$ cat config.mk
export PLATFORM = sky130hd
export DESIGN_NAME = seg7_bin_display_flat
export DESIGN_NICKNAME = d
export VERILOG_FILES = /design/src/rtl/seg7_pkg.sv /design/src/rtl/seg7_bin_display_if.sv /design/src/rtl/seg7_digit_enc.sv /design/src/rtl/seg7_bin_display.sv /design/src/flat_wrapper.sv
export SDC_FILE = /design/constraint.sdc
export NUM_CORES = 1
export LEC_CHECK = 0
export ABC_AREA = 1
export CAP_MARGIN = 5
export CORE_UTILIZATION = 60
export CTS_BUF_LIST = sky130_fd_sc_hd__clkbuf_2 sky130_fd_sc_hd__clkbuf_4 sky130_fd_sc_hd__clkbuf_8
export DETAILED_ROUTE_END_ITERATION = 10
export MAX_ROUTING_LAYER = met4
export PLACE_DENSITY = 0.83
export SLEW_MARGIN = 20
export SYNTH_ARGS = -nofsm -noshare
export SYNTH_HDL_FRONTEND = slang
export SYNTH_SLANG_ARGS = --single-unit
$ cat constraint.sdc
create_clock -name clk_i -period 2.4 [get_ports clk_i]
set_input_delay 0.36 -clock clk_i [delete_from_list [all_inputs] [get_ports clk_i]]
set_output_delay 0.36 -clock clk_i [all_outputs]
set_load 0.03 [all_outputs]
$ cat src/rtl/seg7_pkg.sv
// seg7_pkg -- shared definitions for the binary seven-segment display.
//   SEG_BLANK / SEG_DASH : active-low segment patterns {g,f,e,d,c,b,a}
//   state_e              : conversion FSM states
//   digit_to_seg()       : BCD nibble -> active-low segments (10..15 -> blank)
//   pow10()              : 10^n, used to size the overflow limit at elaboration
package seg7_pkg;

  localparam logic [6:0] SEG_BLANK = 7'b1111111;
  localparam logic [6:0] SEG_DASH  = 7'b0111111;

  typedef enum logic [0:0] {
    ST_IDLE  = 1'b0,
    ST_SHIFT = 1'b1
  } state_e;

  function automatic logic [6:0] digit_to_seg(input logic [3:0] d);
    logic [6:0] s;
    case (d)
      4'd0:    s = 7'b1000000;
      4'd1:    s = 7'b1111001;
      4'd2:    s = 7'b0100100;
      4'd3:    s = 7'b0110000;
      4'd4:    s = 7'b0011001;
      4'd5:    s = 7'b0010010;
      4'd6:    s = 7'b0000010;
      4'd7:    s = 7'b1111000;
      4'd8:    s = 7'b0000000;
      4'd9:    s = 7'b0011000;
      default: s = SEG_BLANK;
    endcase
    return s;
  endfunction

  function automatic longint unsigned pow10(input int unsigned n);
    longint unsigned r;
    r = 64'd1;
    for (int unsigned i = 0; i < n; i++) begin
      r = r * 64'd10;
    end
    return r;
  endfunction

endpackage

$ cat src/rtl/seg7_bin_display_if.sv
// seg7_bin_display_if -- load handshake and display outputs of seg7_bin_display.
//   load_i     : request a conversion of bin_i
//   bin_i      : unsigned value to display
//   blank_lz_i : blank leading zeros (sampled with load_i)
//   blink_i    : blink the whole display (live)
//   busy_o     : conversion in progress
//   done_o     : one-cycle pulse when new segments are committed
//   ovf_o      : last committed value did not fit in DIGITS digits
//   seg_o      : DIGITS x 7 segment bits, seg_o[6:0] = least significant digit
// master = the block driving requests, slave = the display block.
interface seg7_bin_display_if #(
  parameter int DIGITS = 4,
  parameter int BIN_W  = 14
);
  logic                  load_i;
  logic [BIN_W-1:0]      bin_i;
  logic                  blank_lz_i;
  logic                  blink_i;
  logic                  busy_o;
  logic                  done_o;
  logic                  ovf_o;
  logic [7*DIGITS-1:0]   seg_o;

  modport master (
    output load_i, bin_i, blank_lz_i, blink_i,
    input  busy_o, done_o, ovf_o, seg_o
  );

  modport slave (
    input  load_i, bin_i, blank_lz_i, blink_i,
    output busy_o, done_o, ovf_o, seg_o
  );
endinterface

$ cat src/rtl/seg7_digit_enc.sv
// seg7_digit_enc -- combinational encoder for one display digit.
//   nibble_i : BCD digit value
//   blank_i  : force the digit dark
//   dash_i   : show a dash (overflow); wins over blank_i
//   seg_o    : active-low segments {g,f,e,d,c,b,a}
module seg7_digit_enc
  import seg7_pkg::*;
(
  input  logic [3:0] nibble_i,
  input  logic       blank_i,
  input  logic       dash_i,
  output logic [6:0] seg_o
);

  always_comb begin
    seg_o = digit_to_seg(nibble_i);
    if (dash_i) begin
      seg_o = SEG_DASH;
    end else if (blank_i) begin
      seg_o = SEG_BLANK;
    end
  end

endmodule

$ cat src/rtl/seg7_bin_display.sv
// seg7_bin_display -- binary to multi-digit seven-segment display driver.
// A load captures an unsigned value, a double-dabble engine converts it to
// BCD one bit per clock, and the result is committed to registered digits
// with optional leading-zero blanking or an all-dash overflow pattern.
// A free-running counter provides a blink phase gating the whole display.
//   clk_i   : system clock
//   rst_n_i : asynchronous active-low reset
//   bus     : seg7_bin_display_if slave (load/bin/blank_lz/blink in,
//             busy/done/ovf/seg out)
module seg7_bin_display
  import seg7_pkg::*;
#(
  parameter int DIGITS     = 4,
  parameter int BIN_W      = 14,
  parameter int BLINK_DIV  = 25000000,
  parameter int ACTIVE_LOW = 1
) (
  input  logic                clk_i,
  input  logic                rst_n_i,
  seg7_bin_display_if.slave   bus
);

  localparam int BCD_W   = 4 * DIGITS;
  localparam int SR_W    = BCD_W + BIN_W;
  localparam int CNT_W   = $clog2(BIN_W);
  localparam int BLINK_W = (BLINK_DIV > 1) ? $clog2(BLINK_DIV) : 1;

  // Largest displayable value. When every BIN_W-bit input fits, overflow
  // can never happen and the limit is not needed.
  localparam longint unsigned LIMIT_FULL = pow10(DIGITS) - 64'd1;
  localparam bit              CAN_OVF    = LIMIT_FULL < ((64'd1 << BIN_W) - 64'd1);
  localparam logic [BIN_W:0]  OVF_LIMIT  = CAN_OVF ? (BIN_W+1)'(LIMIT_FULL) : '1;

  state_e                state_q;
  logic [SR_W-1:0]       sr_q;          // {bcd accumulator, binary shift reg}
  logic [CNT_W-1:0]      cnt_q;
  logic                  busy_q;
  logic                  done_q;
  logic                  ovf_q;
  logic                  ovf_pend_q;
  logic                  blank_lz_q;
  logic [7*DIGITS-1:0]   seg_q;         // committed digits, active-low

  logic [BLINK_W-1:0]    blink_cnt_q;
  logic                  blink_ph_q;

  logic [BCD_W-1:0]      adj_bcd;
  logic [SR_W-1:0]       sr_d;
  logic [7*DIGITS-1:0]   enc_seg;
  logic                  ovf_in;
  logic [7*DIGITS-1:0]   seg_disp;

  assign ovf_in = CAN_OVF && ({1'b0, bus.bin_i} > OVF_LIMIT);

  // ---------------------------------------------------------------------------
  // Double-dabble step: add 3 to every nibble >= 5, then shift left by one.
  // ---------------------------------------------------------------------------
  genvar gi;
  generate
    for (gi = 0; gi < DIGITS; gi++) begin : g_add3
      logic [3:0] nib;
      assign nib = sr_q[BIN_W + 4*gi +: 4];
      assign adj_bcd[4*gi +: 4] = (nib >= 4'd5) ? (nib + 4'd3) : nib;
    end
  endgenerate

  assign sr_d = {adj_bcd, sr_q[BIN_W-1:0]} << 1;

  // ---------------------------------------------------------------------------
  // Digit encoders work on the post-shift BCD so the last shift and the commit
  // happen on the same edge. zero_from[i] is set when digits i..DIGITS-1 are
  // all zero; digit 0 is never blanked so a zero value still shows "0".
  // ---------------------------------------------------------------------------
  logic [DIGITS:1] zero_from;
  assign zero_from[DIGITS] = 1'b1;

  generate
    for (gi = 0; gi < DIGITS; gi++) begin : g_enc
      logic [3:0] fin_nib;
      logic       blank;
      assign fin_nib = sr_d[BIN_W + 4*gi +: 4];
      if (gi == 0) begin : g_lsd
        assign blank = 1'b0;
      end else begin : g_upper
        assign zero_from[gi] = zero_from[gi+1] & (fin_nib == 4'd0);
        assign blank         = blank_lz_q & zero_from[gi];
      end
      seg7_digit_enc u_enc (
        .nibble_i (fin_nib),
        .blank_i  (blank),
        .dash_i   (ovf_pend_q),
        .seg_o    (enc_seg[7*gi +: 7])
      );
    end
  endgenerate

  // ---------------------------------------------------------------------------
  // Conversion FSM with registered outputs.
  // ---------------------------------------------------------------------------
  always_ff @(posedge clk_i or negedge rst_n_i) begin
    if (!rst_n_i) begin
      state_q    <= ST_IDLE;
      sr_q       <= '0;
      cnt_q      <= '0;
      busy_q     <= 1'b0;
      done_q     <= 1'b0;
      ovf_q      <= 1'b0;
      ovf_pend_q <= 1'b0;
      blank_lz_q <= 1'b0;
      seg_q      <= {DIGITS{SEG_BLANK}};
    end else begin
      done_q <= 1'b0;
      case (state_q)
        ST_IDLE: begin
          if (bus.load_i) begin
            sr_q       <= {{BCD_W{1'b0}}, bus.bin_i};
            cnt_q      <= '0;
            blank_lz_q <= bus.blank_lz_i;
            ovf_pend_q <= ovf_in;
            busy_q     <= 1'b1;
            state_q    <= ST_SHIFT;
          end
        end
        ST_SHIFT: begin
          sr_q  <= sr_d;
          cnt_q <= cnt_q + 1'b1;
          if (cnt_q == CNT_W'(BIN_W - 1)) begin
            state_q <= ST_IDLE;
            busy_q  <= 1'b0;
            done_q  <= 1'b1;
            ovf_q   <= ovf_pend_q;
            seg_q   <= enc_seg;
          end
        end
        default: state_q <= ST_IDLE;
      endcase
    end
  end

  // ---------------------------------------------------------------------------
  // Blink timebase: free-running, independent of blink_i.
  // ---------------------------------------------------------------------------
  always_ff @(posedge clk_i or negedge rst_n_i) begin
    if (!rst_n_i) begin
      blink_cnt_q <= '0;
      blink_ph_q  <= 1'b0;
    end else if (blink_cnt_q == BLINK_W'(BLINK_DIV - 1)) begin
      blink_cnt_q <= '0;
      blink_ph_q  <= ~blink_ph_q;
    end else begin
      blink_cnt_q <= blink_cnt_q + 1'b1;
    end
  end

  // Blink gating leaves seg_q untouched so the value returns on phase 0;
  // polarity inversion is the final stage.
  always_comb begin
    seg_disp = seg_q;
    if (bus.blink_i && blink_ph_q) begin
      seg_disp = {DIGITS{SEG_BLANK}};
    end
  end

  assign bus.seg_o  = (ACTIVE_LOW != 0) ? seg_disp : ~seg_disp;
  assign bus.busy_o = busy_q;
  assign bus.done_o = done_q;
  assign bus.ovf_o  = ovf_q;

endmodule

$ cat src/flat_wrapper.sv
// flat-port wrapper written by rule: the top's interface ports become plain ports
module seg7_bin_display_flat import seg7_pkg::*;
#(
  parameter int DIGITS     = 4,
  parameter int BIN_W      = 14,
  parameter int BLINK_DIV  = 25000000,
  parameter int ACTIVE_LOW = 1
)
  (clk_i, rst_n_i, bus_load_i, bus_bin_i, bus_blank_lz_i, bus_blink_i, bus_busy_o, bus_done_o, bus_ovf_o, bus_seg_o);
  seg7_bin_display_if #(.DIGITS(DIGITS), .BIN_W(BIN_W)) bus_i ();
  input  logic clk_i;
  input  logic rst_n_i;
  input wire logic [$bits(bus_i.load_i)-1:0] bus_load_i;
  input wire logic [$bits(bus_i.bin_i)-1:0] bus_bin_i;
  input wire logic [$bits(bus_i.blank_lz_i)-1:0] bus_blank_lz_i;
  input wire logic [$bits(bus_i.blink_i)-1:0] bus_blink_i;
  output wire logic [$bits(bus_i.busy_o)-1:0] bus_busy_o;
  output wire logic [$bits(bus_i.done_o)-1:0] bus_done_o;
  output wire logic [$bits(bus_i.ovf_o)-1:0] bus_ovf_o;
  output wire logic [$bits(bus_i.seg_o)-1:0] bus_seg_o;
  assign bus_i.load_i = bus_load_i;
  assign bus_i.bin_i = bus_bin_i;
  assign bus_i.blank_lz_i = bus_blank_lz_i;
  assign bus_i.blink_i = bus_blink_i;
  assign bus_busy_o = bus_i.busy_o;
  assign bus_done_o = bus_i.done_o;
  assign bus_ovf_o = bus_i.ovf_o;
  assign bus_seg_o = bus_i.seg_o;
  seg7_bin_display #(.DIGITS(DIGITS), .BIN_W(BIN_W), .BLINK_DIV(BLINK_DIV), .ACTIVE_LOW(ACTIVE_LOW)) u_core (.clk_i(clk_i), .rst_n_i(rst_n_i), .bus(bus_i));
endmodule
==> impl_results.md, run 1 <==
- Initial Util: about 62%
- Num CTS Buffers: 9
- Crit path cell chain: inv_1 > ha_1 > inv_1 > nand2_1 > nand3_2 > xor2_2 > inv_1 > ha_1 > nor2_1 > nor2_1 > nor2_1 > a21oi_1
- Crit path max-delay family: simple AND/OR/NAND/NOR gates
- Clk root buf: clkbuf_8
- Worst setup margin: about 0.16 ns
- Mapped Area: approximately 5500 µm²
- Detailed Routing Iterations Pass 1: 9
- Dpl ws: approximately 0.21 ns
- Max Cap Viol: 0
- Hold WS: 0.474 ns
- Critical path class: reg -> reg
- Worst-Skew Late Latency: roughly 0.37 ns
- Switch share: between 40% and 50%
- RD Place Congestion: 0.957
- Worst-path clk slew: around 0.11 ns
- Largest net degree at the start of global routing: 43
- Via count: around 5000
- Cell variety after synth: 39
- Logic pwr share: a little under three fifths
- Post-route design area: ~6300 µm²
- Sink Count: 94
- Internal power: between 4 and 5 mW
- CTS tree: built
- Die Width: between 90 and 100 µm
- Yosys reg bits: 94
- Slew @ Worst Pin: approximately 0.47 ns
- IO Port Bufs: around 50
- Startpoint types: flop
- Final Max Slew Viols: 0
- Synthesis Warnings: 0
- Worst EP arrival: roughly 2.5 ns
- Remaining Overflow, GRT: 0
- Flop pwr share: between 30% and 40%
- CP max-delay cell: dfrtp_2
- Fin nets: around 830
- Drc violations: 4
- Die Footprint: between 9000 and 10000 µm²
- Net count after synthesis: between 700 and 800
- Status: complete, but fails checks
- CP startpoint: u_core.sr_q[14]
- Syn Area/Cell: around 7.5 µm²
- Sequential fraction of the synthesis area: between 40% and 50%
- Initial drt markers: about 240
- Routed wire length: between 10 and 15 mm
- M3 GR Usage: 4.53%
- Relative slew slack: between 60 and 70%
- Post-route clock period utilization: approximately 94%
- Max H-tree Level: 3
- Drt wl/cell: 14.2 µm
- Top_reg_cell synth: dfrtp_1
- Final antenna-violating net count: 0
- Min Clock Period, post-route: 2.24 ns
- R2r startpoint: u_core.sr_q[14]
- Fmax: 446 MHz
- Failing checks: design-rule violations
- Hpwl dp: approximately 9.4 mm
- Hold crit path type: in -> async
- Leak pwr: 3.24 nW
- Number of synthesized flops with an enable pin: 0
- Maximum vdd ir drop: 976 µV
- Initial antenna violation count: 0
- Overall power: 8.55 mW
- Worst clock skew: slightly below 0.02 ns
- Cell Pwr Density: approximately 1400 nW/µm²
- Switch Pwr: 4.16 mW
- Site Rows: 34
- Endpoints failing setup: 0
- Max stage delay on crit path: 0.45 ns
- Clock group share of total power: approximately an eighth
- Placeable Area: about 9000 µm²
- Vias in the first global route: between 4000 and 5000
- Post-synth ARST share: 100%
- CP required: roughly 2.7 ns
- First-pass GRT wire length: about 22 mm
- DIE HEIGHT: about 98 µm
- GRT Util Overall: a little under 30%
- Final Hold Fails: 0
- Dpl cell area: just over 6000 µm²
- Area growth syn-to-layout: 14.8%
- Met1 usage in global routing: a little under two fifths
- Global-route met2 utilization: roughly 49%
- Io pins: 50
- Mapped Cells: 735
- Critical path capture point type: flop
- Count of buffer and inverter cells on the critical path: 3
- Drt via density: around 5.5
- Layer with the highest usage: met2
- Layout cells sized above 1: 14.8%
- Filler cells: between 700 and 800
- Deepest clock path buffer count: 2
- Antenna diodes: 0
- Worst-path fanout max: 6
==> repair_timing <==
action,4_1_cts,5_1_grt
resized for setup,0,4
endpoints found under the hold margin,29,0
setup endpoints to repair,0,3
buffers inserted,0,0
hold buffers,1,0
==> worst register-to-register path: stages (launching register included) <==
cell	delay, ns
dfrtp_2	0.45
inv_1	0.13
ha_1	0.20
inv_1	0.05
nand2_1	0.11
nand3_2	0.17
xor2_2	0.27
inv_1	0.14
ha_1	0.21
nor2_1	0.19
nor2_1	0.09
nor2_1	0.11
a21oi_1	0.05
==> registers in the layout, summed over array words and instances, names as in the netlist, 4 cells and up <==
| signal | flops |
|---|---|
| u_core.sr_q | 30 |
| u_core.blink_cnt_q | 25 |
| u_core.seg_q | 28 |
| u_core.cnt_q | 4 |
==> per-stage QoR <==
step / setup TNS, ns / cells / utilization, %
after floorplan: 0 / 735 / -
after global placement: 0 / 889 / 69.0
after detailed placement: 0 / 889 / 69.0
after CTS: 0 / 906 / 71.4
after global routing: -0.0108 / 906 / 71.5
final: 0 / 906 / 71.5
==> synth_stat cells (all sizes together), types with 2 or more instances <==
master | n | area [µm²]
a21oi | 23 | 115
a22oi | 3 | 22.5
a31oi | 2 | 12.5
buf | 6 | 27.5
clkbuf | 7 | 26.3
dfrtp | 66 | 1650
dfstp | 28 | 736
ha | 16 | 200
inv | 113 | 424
nand2 | 203 | 797
nand3 | 47 | 275
nand4 | 19 | 119
nor2 | 102 | 432
nor3 | 19 | 111
nor3b | 2 | 15.0
nor4 | 6 | 43.8
o211ai | 5 | 37.5
o21a | 2 | 15.0
o21ai | 27 | 135
o221ai | 3 | 26.3
o22ai | 19 | 119
xor2 | 12 | 105
==> power groups by stage <==
stage	clock (mW)	combinational (mW)	sequential (mW)
floorplan	0	3.46	2.59
global placement	0	4.48	2.62
detailed placement	0	4.66	2.65
CTS	1.11	4.72	2.62
global route	1.17	5.39	2.70
finish	1.09	4.82	2.64
==> area by class of cell <==
type | instances | area, µm² | share of cell area, %
timing repair buffer | 60 | 515 | 8.18
inverter | 113 | 424 | 6.73
tap | 108 | 135 | 2.14
clock inverter | 6 | 67.6 | 1.07
clock buffer | 10 | 138 | 2.18
multi-input combinational | 515 | 2630 | 41.8
sequential | 94 | 2390 | 37.9
==> layer usage <==
layer	vias up	wire length, µm
li1	2473	-
met5	-	0
met4	0	246
met1	2327	5630
met3	25	716
met2	169	6300
==> layout by cell type (no fill, tap or decap), drive strengths merged, types with 12 or more instances in the layout <==
cell	Yosys	routed
clkdlybuf4s50	0	20
dfrtp	66	66
nand3	47	47
dfstp	28	28
a21oi	23	23
nand4	19	19
buf	6	39
nand2	203	203
o22ai	19	19
inv	113	115
ha	16	16
nor3	19	19
o21ai	27	27
xor2	12	12
nor2	102	102
==> worst paths after layout <==
kind / endpoint / slack (ns) / cells past startpoint
max reg2reg: u_core.seg_q[0] / 0.16 / 12
min: u_core.blink_cnt_q[19] / 0.47 / 2
max in group asynchronous: u_core.seg_q[26] / 1.22 / 3
min in group clk_i: u_core.blink_ph_q / 0.47 / 1
max: u_core.seg_q[0] / 0.16 / 12
min reg2reg: u_core.blink_ph_q / 0.47 / 1
==> cells by family (layout without fill, tap and decap cells) <==
family,count (synthesis),after routing,share of synthesized area [%]
and+or+nand+nor,400,400,32.9
buffers and inverters,126,189,8.71
DFF,94,94,43.5
AOI/OAI and AO/OA,87,87,9.26
adders and majority gates,16,16,3.65
xor gates and xnor gates,12,12,1.92
Power figures use the tool's default switching activity.
==> run 2: changes to the inputs <==
--- a/config.mk
+++ b/config.mk
@@ -5,13 +5,12 @@
 export SDC_FILE = /design/constraint.sdc
 export NUM_CORES = 1
 export LEC_CHECK = 0
-export ABC_AREA = 1
 export CAP_MARGIN = 5
-export CORE_UTILIZATION = 60
+export CORE_UTILIZATION = 55
 export CTS_BUF_LIST = sky130_fd_sc_hd__clkbuf_2 sky130_fd_sc_hd__clkbuf_4 sky130_fd_sc_hd__clkbuf_8
 export DETAILED_ROUTE_END_ITERATION = 10
 export MAX_ROUTING_LAYER = met4
-export PLACE_DENSITY = 0.83
+export PLACE_DENSITY = 0.77
 export SLEW_MARGIN = 20
 export SYNTH_ARGS = -nofsm -noshare
 export SYNTH_HDL_FRONTEND = slang
==> run 2 against run 1 <==
Compared with the run above:
- the flow now finishes without violations
- combinational power up 20%
- setup slack worse by 0.0027 ns
- synthesized area up 2.6%
- global-route usage down 4.7 points
- via count down 9.2%
- fmax down 0.12%
- register-to-register slack about the same
- critical path type unchanged
- critical endpoint is now u_core.seg_q[25]
==> impl_results.md, run 2 <==
- IO Port Bufs: 49 (unchanged)
- Max H-tree Level: 3 (unchanged)
- Via count: 4537 (-9.2%)
- Die Width: 103 µm (+5.7%)
- Drc violations: 0 (-4)
- Yosys reg bits: 94 (unchanged)
- Routed wire length: 11.6 mm (-9.7%)
- Site Rows: 36 (+5.9%)
- Leak pwr: 2.85 nW (-12%)
- Most flops, register: u_core.sr_q
- Max Cap Viol: 0 (unchanged)
- Final antenna-violating net count: 0 (unchanged)
- Mapped Cells: 603 (-18%)
- Mapped Area: 5630 µm² (+2.6%)
- Worst EP arrival: 2.54 ns (about the same)
- Number of synthesized flops with an enable pin: 0 (unchanged)
- Critical path class: reg -> reg
- Final Hold Fails: 0 (unchanged)
- Drt wl/cell: 14.6 µm (+2.6%)
- Post-synth top area cell: dfrtp_1
- RD Place Congestion: 0.903 (-5.7%)
- Net count after synthesis: 638 (-17%)
- Crit path cell chain: buf_4 > ha_1 > and2b_1 > nor3_4 > or2_0 > nor4_1 > buf_4 > o21ai_1
- Synthesis Warnings: 0 (unchanged)
- Most frequent cells after synthesis: 77 x nand2_1, 66 x dfrtp_1, 57 x nor2_1
- CTS tree: built
- Post-route clock period utilization: 93.6% (+0.11 points)
- Initial antenna violation count: 0 (unchanged)
- Fin nets: 695 (-16%)
- Vias in the first global route: 4149 (-13%)
- Antenna diodes: 0 (unchanged)
- CP required: 2.69 ns (about the same)
- Endpoints failing setup: 0 (unchanged)
- Top_reg_cell synth: dfrtp_1
- Deepest clock path buffer count: 2 (unchanged)
- Io pins: 50 (unchanged)
- Worst-Skew Late Latency: 0.37 ns (about the same)
- Cell Pwr Density: 1450 nW/µm² (+7.1%)
- Sink Count: 94 (unchanged)
- Syn Area/Cell: 9.33 µm² (+25%)
- GRT Util Overall: 24.7% (-4.7 points)
- Setup_tns: 0 ns (unchanged)
- Cell variety after synth: 69 (+77%)
- Post-Route Utilization: 65.8% (-5.8 points)
- Startpoint types: flop
- Maximum vdd ir drop: 618 µV (-37%)
- Dpl cell area: 6270 µm² (+3.2%)
- Status: complete, no violations
- Area growth syn-to-layout: 15.3%
- Remaining Overflow, GRT: 0 (unchanged)
- Worst setup margin: 0.153 ns (-0.00271 ns)
- Hpwl dp: 8.39 mm (-11%)
- Worst clock skew: 0.0105 ns (-0.00894 ns)
- Worst-path fanout max: 10 (+4)
- RSZ-0062 raised after global routing: yes
- CP max-delay cell: nor4_1
- Post-synth ARST share: 100% (unchanged)
- Num CTS Buffers: 9 (unchanged)
- Worst-path clk slew: 0.10 ns (about the same)
- Slew @ Worst Pin: 0.632 ns (+0.160 ns)
- Detailed Routing Iterations Pass 1: 5 (-4)
- Initial Util: 57.0% (-5.3 points)
- Max reg flops: 30 (unchanged)
- Post-route design area: 6490 µm² (+3.0%)
- Filler cells: 806 (+11%)
- First-pass GRT wire length: 19.8 mm (-9.7%)
- Layout cells sized above 1: 20.3% (+5.5 points)
- Hold crit path type: reg -> reg
- Largest net degree at the start of global routing: 68 (+58%)
- Initial drt markers: 269 (+11%)
- Die Footprint: 10600 µm² (+12%)
- Clk root buf: clkbuf_8
- Max stage delay on crit path: 0.45 ns (about the same)
- Count leader, synth: nand2_1
- Sequential fraction of the synthesis area: 42.4% (-1.1 points)
- Commonest non-fill, non-tap cell in the layout: nand2_1
- Top-area cell type share of the netlist area: 29.4% (-0.75 points)
- Relative slew slack: 57.6% (-11 points)
- DIE HEIGHT: 103 µm (+5.7%)
- Min Clock Period, post-route: 2.25 ns (+0.00271 ns)
- Largest cells by area after synthesis: dfrtp_1 29%, dfstp_2 13%, nand2_1 5.1%, nand2b_1 4.6%, nor2_1 3.8%
- Final Max Slew Viols: 0 (unchanged)
- Dpl ws: 0.0812 ns (-0.129 ns)
- Most frequent cells in the layout: 77 x nand2_1, 66 x dfrtp_1, 57 x nor2_1, 52 x buf_4
- Drt via density: 5.69 (+3.1%)
- Fmax: 445 MHz (-0.12%)
- Most numerous cell on the critical path: buf_4
- Largest regs: u_core.sr_q x30, u_core.seg_q x28, u_core.blink_cnt_q x25
- Critical path capture point type: flop
- Placeable Area: 9860 µm² (+12%)
==> run 2: logic make-up after synthesis <==
logic type / count (synthesis) / synth area share, %
compound gates: 140 / 17.0
fa+ha+maj: 17 / 3.74
flops: 94 / 42.4
simple gates: 246 / 23.1
xor+xnor: 33 / 5.14
mux: 25 / 4.83
buf+inv: 48 / 3.74
==> run 2: final timing paths <==
path | slack (ns) | start | cells after the start | end
min reg2reg | 0.46 | u_core.seg_q[25] | 2 | u_core.seg_q[25]
max | 0.15 | u_core.sr_q[22] | 8 | u_core.seg_q[25]
max reg2reg | 0.15 | u_core.sr_q[22] | 8 | u_core.seg_q[25]
min | 0.46 | u_core.seg_q[25] | 2 | u_core.seg_q[25]
max in group asynchronous | 1.19 | rst_n_i | 3 | u_core.seg_q[24]
min in group asynchronous | 0.53 | rst_n_i | 2 | u_core.bus.done_o
==> run 2: where the power goes <==
part / internal, mW / switching (mW) / total [mW]
clock: 0.411 / 0.589 / 0.999
combinational: 2.39 / 3.39 / 5.78
sequential: 2.25 / 0.402 / 2.65
total: 5.05 / 4.38 / 9.43
==> run 2: metrics by stage <==
stage,instances,hold WS [ns],power (mW)
floorplan,603,0.0644,6.81
global placement,781,0.387,8.18
detailed placement,781,0.396,8.32
CTS,798,0.465,9.33
global route,798,0.496,10.2
finish,798,0.462,9.43
==> run 2: per-layer routing <==
layer,up-vias,part of all wire [%],global-route usage [%]
li1,2227,-,-
met1,2184,47,32.7
met2,114,48,39.7
met3,12,4.0,4.07
met4,0,1.0,5.85
met5,-,0,-
==> run 2: layout make-up <==
cell class	count	area, µm²	share of cell area (%)
tap	133	166	2.56
timing repair buffer	74	621	9.56
clock buffer	10	138	2.12
sequential	94	2390	36.8
inverter	20	75.1	1.16
multi-input combinational	461	3060	47.1
clock inverter	6	43.8	0.675
==> run 2: repair_timing <==
item | CTS | global route
resized for setup | 0 | 6
hold buffers | 1 | 0
setup endpoints to repair | 0 | 8
endpoints found under the hold margin | 5 | 0
setup buffers | 0 | 0
==> run 2: worst max-delay path, delay by kind of cell, from the launching register on <==
kind / cells / cell delay [ns]
compound gates: 1 / 0.05
fa+ha+maj: 1 / 0.22
buf+inv: 2 / 0.36
flops: 1 / 0.39
simple gates: 4 / 1.14
